==> src/rtl/scaler_param_sched.sv <==
// Frame-synchronous parameter scheduler: single-step commands edit shadow registers, committed at frame start.
// Optional frame_cnt / pending_frames outputs are enabled with `define SCALER_PARAM_SCHED_FRAMECNT_EN.
module scaler_param_sched #(
    parameter int W_MAX       = 62,
    parameter int H_MAX       = 71,
    parameter int PY_MAX      = 36,
    parameter int PX_MAX      = 64,
    parameter int HOLD_CYCLES = 16
) (
    input  logic        pixclk_in,
    input  logic        rst_i,
    input  logic        vs_in,
    input  logic        cmd_valid,
    output logic        cmd_ready,
    input  logic [2:0]  cmd_op,
    input  logic        cmd_dir,
    output logic [5:0]  scaler_ctrl_width,
    output logic [6:0]  scaler_ctrl_height,
    output logic [5:0]  panning_y_ctrl,
    output logic [6:0]  panning_x_ctrl,
    output logic        color_reverse_ctrl,
    output logic        commit_pulse,
    output logic        busy
`ifdef SCALER_PARAM_SCHED_FRAMECNT_EN
    ,
    output logic [15:0] frame_cnt,
    output logic [7:0]  pending_frames
`endif
);

    localparam logic [5:0] W_LIM  = 6'(W_MAX);
    localparam logic [6:0] H_LIM  = 7'(H_MAX);
    localparam logic [5:0] PY_LIM = 6'(PY_MAX);
    localparam logic [6:0] PX_LIM = 7'(PX_MAX);
    localparam int         HCW    = $clog2(HOLD_CYCLES + 1);
    localparam logic [HCW-1:0] HOLD_LAST = HCW'(HOLD_CYCLES - 1);

    typedef enum logic [1:0] {IDLE, PENDING, COMMIT, HOLD} state_t;

    typedef struct packed {
        logic       color;
        logic [6:0] pan_x;
        logic [5:0] pan_y;
        logic [6:0] height;
        logic [5:0] width;
    } params_t;

    state_t         state, state_next;
    params_t        shadow, shadow_next, active;
    logic           vs_in_1d;
    logic           frame_start;
    logic           accept;
    logic           commit;
    logic [HCW-1:0] hold_cnt;
    logic [6:0]     h_up, h_dn;

    assign frame_start = vs_in & ~vs_in_1d;
    // NOTE: cmd_ready/busy decode the state register directly, so an async reset forces them at once.
    assign cmd_ready   = (state == IDLE) || (state == PENDING);
    assign busy        = (state != IDLE);
    assign accept      = cmd_valid & cmd_ready;
    assign commit      = (state == PENDING) && frame_start;

    // Height skips the illegal codes 25 and 45 in both directions.
    always_comb begin
        h_up = shadow.height + 7'd1;
        if (h_up == 7'd25 || h_up == 7'd45) h_up = h_up + 7'd1;
        h_dn = shadow.height - 7'd1;
        if (h_dn == 7'd25 || h_dn == 7'd45) h_dn = h_dn - 7'd1;
    end

    always_comb begin
        shadow_next = shadow;
        if (accept) begin
            case (cmd_op)
                3'd0: if (cmd_dir) begin
                          if (shadow.width < W_LIM) shadow_next.width = shadow.width + 6'd1;
                      end else if (shadow.width != 6'd0) shadow_next.width = shadow.width - 6'd1;
                3'd1: if (cmd_dir) begin
                          if (shadow.height < H_LIM && h_up <= H_LIM) shadow_next.height = h_up;
                      end else if (shadow.height != 7'd0) shadow_next.height = h_dn;
                3'd2: if (cmd_dir) begin
                          if (shadow.pan_y < PY_LIM) shadow_next.pan_y = shadow.pan_y + 6'd1;
                      end else if (shadow.pan_y != 6'd0) shadow_next.pan_y = shadow.pan_y - 6'd1;
                3'd3: if (cmd_dir) begin
                          if (shadow.pan_x < PX_LIM) shadow_next.pan_x = shadow.pan_x + 7'd1;
                      end else if (shadow.pan_x != 7'd0) shadow_next.pan_x = shadow.pan_x - 7'd1;
                3'd4: shadow_next.color = ~shadow.color;
                3'd5: shadow_next = '0;
                default: ;
            endcase
        end
    end

    always_comb begin
        state_next = state;
        case (state)
            IDLE:    if (shadow_next != active) state_next = PENDING;
            PENDING: if (frame_start) state_next = COMMIT;
                     else if (shadow_next == active) state_next = IDLE;
            COMMIT:  state_next = HOLD;
            HOLD:    if (hold_cnt == HOLD_LAST) state_next = (shadow != active) ? PENDING : IDLE;
            default: state_next = IDLE;
        endcase
    end

    always_ff @(posedge pixclk_in or posedge rst_i) begin
        if (rst_i) state <= IDLE;
        else       state <= state_next;
    end

    // The commit copies the pre-update shadow, so a command in the frame-start cycle waits a frame.
    always_ff @(posedge pixclk_in or posedge rst_i) begin
        if (rst_i) begin
            shadow       <= '0;
            active       <= '0;
            commit_pulse <= 1'b0;
            vs_in_1d     <= 1'b0;
            hold_cnt     <= '0;
        end else begin
            shadow       <= shadow_next;
            commit_pulse <= commit;
            vs_in_1d     <= vs_in;
            if (commit) active <= shadow;
            hold_cnt     <= (state == HOLD) ? hold_cnt + HCW'(1) : '0;
        end
    end

    assign scaler_ctrl_width  = active.width;
    assign scaler_ctrl_height = active.height;
    assign panning_y_ctrl     = active.pan_y;
    assign panning_x_ctrl     = active.pan_x;
    assign color_reverse_ctrl = active.color;

`ifdef SCALER_PARAM_SCHED_FRAMECNT_EN
    always_ff @(posedge pixclk_in or posedge rst_i) begin
        if (rst_i) begin
            frame_cnt      <= '0;
            pending_frames <= '0;
        end else begin
            if (frame_start) frame_cnt <= frame_cnt + 16'd1;
            if (commit)
                pending_frames <= '0;
            else if (frame_start && state == HOLD && shadow != active && pending_frames != 8'hFF)
                pending_frames <= pending_frames + 8'd1;
        end
    end
`endif

endmodule

==> config.mk <==
export PLATFORM = sky130hd
export DESIGN_NAME = scaler_param_sched
export DESIGN_NICKNAME = d
export VERILOG_FILES = /design/src/rtl/scaler_param_sched.sv
export SDC_FILE = /design/constraint.sdc
export NUM_CORES = 1
export LEC_CHECK = 0
export ABC_AREA = 1
export BUFFER_PORTS_ARGS = -buffer_cell sky130_fd_sc_hd__buf_2
export CAP_MARGIN = 20
export CELL_PAD_IN_SITES_DETAIL_PLACEMENT = 1
export CELL_PAD_IN_SITES_GLOBAL_PLACEMENT = 2
export CORE_UTILIZATION = 38
export DETAILED_ROUTE_END_ITERATION = 8
export PLACE_DENSITY = 0.93
export SYNTH_ARGS = -nofsm -noshare
export SYNTH_HDL_FRONTEND = slang
export SYNTH_SLANG_ARGS = --single-unit
==> constraint.sdc <==
create_clock -name pixclk_in -period 6.56 [get_ports pixclk_in]
set_input_delay 0.656 -clock pixclk_in [delete_from_list [all_inputs] [get_ports pixclk_in]]
set_output_delay 0.656 -clock pixclk_in [all_outputs]
set_load 0.005 [all_outputs]
==> results.cfg <==
[outcome]
outcome = finished, final reports clean

[die]
io_pins = 38
fp.coreArea_sq_um = 12700
start_util_pct = 39.4
rows = 41
die_x_um = 117
fp.dieH_um = 117
die-area_sq_um = 13700

[timing]
finalSetupViolCount = 0
min_period_over_period_pct = 50.7
fmax_mhz = 301
period_needed_ns = 3.32
maxSlewViolCount = 0
hold_viol_final = 0
relSlewSlack_pct = 42.9
tightest_slew_ns = 0.856
rsz0062_at_grt = no
finClkSkew_ns = 0.00413
fin_tns_setup_ns = 0

[global_route]
overflow = 0
grt.met2_usage_pct = 44.4
busiest_layer = met2
grt_pass1_wl_mm = 25.6
grt_usage_pct = 24.8
grt_use_met1_pct = 28.8
grt_pass1_vias = 5120
antenna_found_initial = 0
grt_max_degree = 64
met3_usage_pct = 4.17

[worst_setup_path]
cp.required_ns = 6.79
r2r_start = shadow[6]
crit_family = simple AND/OR/NAND/NOR gates
cp.arrival_ns = 3.56
worst_path_most_repeated_cell = nand2_1
critical_path.max_fanout = 10
rrSetupSlack_ns = 3.24
reg2regPathDepth = 26
crit_path_end_kind = flip-flop
reg2reg_to = state[0]
crit_buf_inv = 1
cp-startpoint = shadow[6]
critPathMaxStageDelay_ns = 0.61
worstSetupStartpointType = flip-flop
criticalPathCategory = reg -> reg
critPathSlowestCell = dfrtp_1

[job]
cap_violations = 0

[final_layout]
drive_above_1_share_pct = 15.1
final_nets = 763
area_delta_synth_final_pct = 11.2
antennaDiodeCount = 0
fin_cells = 915

[synthesis]
syn_area_per_cell_sq_um = 7.03
ys_seq_area_share_pct = 31.4
yosys_warnings = 0
ys_ff_latch = 63
synth_area_sq_um = 5010
async_flop_share_pct = 100
yosysUniqueCellTypes = 48
ys.flop_type = dfrtp_1
syn_nets = 737
syn-instance-count = 713
synth_edf_count = 0

[routing]
drt_wl_total_mm = 15.5
vias_per_cell = 5.32
vias = 4872
ant_nets = 0
dr.pass1.iters = 4
drcViolationCount = 0
routedWlPerCell_um = 16.9
drt_iter0_drc = 222

[clocking]
cts_tree = yes
cts_max_level = 3
post_cts_buffers = 0
cts_buffers = 9
postCtsHoldBufs = 0
ctsRootBufferMaster = clkbuf_16
clkSinkCount = 63
cts_buffer_depth = 2
post_cts_resized = 0
clock_latency_ns = 0.35
cts.clk_slew.worst_paths_ns = 0.05

[place]
port_buffers = 37
hpwlAfterDp_mm = 11.6
dp_cells = 899
place_congestion = 0.854

[power_and_ir_drop]
total_power_w = 0.00278
power_leakage_nw = 2.77
power.density_nw_per_um2 = 498
irDropWorstVdd_v = 0.000218

[min_path]
hold_end = vs_in_1d
holdCritPathClass = in -> reg
worstHoldStart = vs_in
hold_depth = 1
==> state kept, by name, indices dropped and copies added (netlist names), named ones only <==
signal and count:
vs_in_1d 1, scaler_ctrl_height 7, panning_y_ctrl 6, shadow 27, scaler_ctrl_width 6, commit_pulse 1, color_reverse_ctrl 1, hold_cnt 5
panning_x_ctrl 7, state 1
==> Yosys cell counts (all sizes together), types with 2 or more instances <==
master	count	area [sq um]
clkbuf	6	32.5
xnor2	17	149
o21ai	69	372
o21bai	3	22.5
dfrtp	63	1580
a21oi	15	90.1
buf	18	121
nor2	47	214
o211ai	9	67.6
nand3b	4	30.0
nor4	3	18.8
ha	16	200
nand2	210	833
inv	88	330
a31oi	2	12.5
xor2	30	263
nand4	16	100
nor3	12	87.6
nand3	73	408
==> layout make-up <==
class / count / area [sq um]
Timing Repair Buffer: 39 / 213
Clock buffer: 12 / 267
Clock inverter: 3 / 17.5
Sequential cell: 63 / 1580
Multi-Input combinational cell: 537 / 2950
Tap cell: 172 / 215
Fill cell: 1659 / 7140
Inverter: 89 / 335
==> where the power goes <==
part	internal (W)	total, W	switching [W]
combinational	0.000565	0.00149	0.000924
sequential	0.000534	0.000821	0.000287
clock	0.000283	0.000467	0.000184
==> cell usage in the layout (no fill, tap or decap), types with 4 or more instances in the layout <==
master     count
xnor2_1       17
nand2_2        9
o21ai_0       54
buf_2         37
a21oi_1       13
inv_1         76
nor2_2         9
nand2_1      198
nand3_1       65
clkbuf_16      9
nor2_1        36
xor2_1        30
dfrtp_1       63
nand3_2        7
o21ai_2        7
ha_1          16
inv_2         12
nand4_1       16
o21ai_1        8
nand3b_1       4
o211ai_1       9
nor3_1         9
==> stage by stage <==
stage	setup WS (ns)	util (%)	area, sq um	hold WS (ns)
after floorplan	3.99	-	5010	0.433
after global placement	3.19	41.5	5270	0.451
after detailed placement	2.94	41.5	5270	0.456
after CTS	3.22	43.7	5560	0.423
after global routing	2.84	43.8	5580	0.439
final	3.24	43.8	5580	0.433
==> worst max-delay path by stage <==
| stage | slack [ns] | endpoint | cells after the start |
|---|---|---|---|
| 2_1_floorplan | 3.99 | state[0] | 24 |
| 3_3_place_gp | 3.19 | state[0] | 22 |
| 3_5_place_dp | 2.94 | state[0] | 22 |
| 4_1_cts | 3.22 | state[0] | 24 |
| 5_1_grt | 2.84 | state[0] | 22 |
| 6_report | 3.24 | state[0] | 26 |
==> kinds of logic after synthesis <==
family | after synthesis | share of synthesized area (%)
AOI/OAI and AO/OA | 104 | 12.2
xor gates and xnor gates | 47 | 8.21
adders and majority gates | 16 | 3.99
buffers and inverters | 113 | 9.76
DFF | 63 | 31.4
and+or+nand+nor | 370 | 34.4
==> per-layer routing <==
metal | wire (um) | share of wire (%)
met1 | 6650 | 43
met2 | 7950 | 51
met3 | 402 | 2.6
met4 | 490 | 3.2
met5 | 0 | 0
No activity file was read; power rests on OpenSTA's default activity.
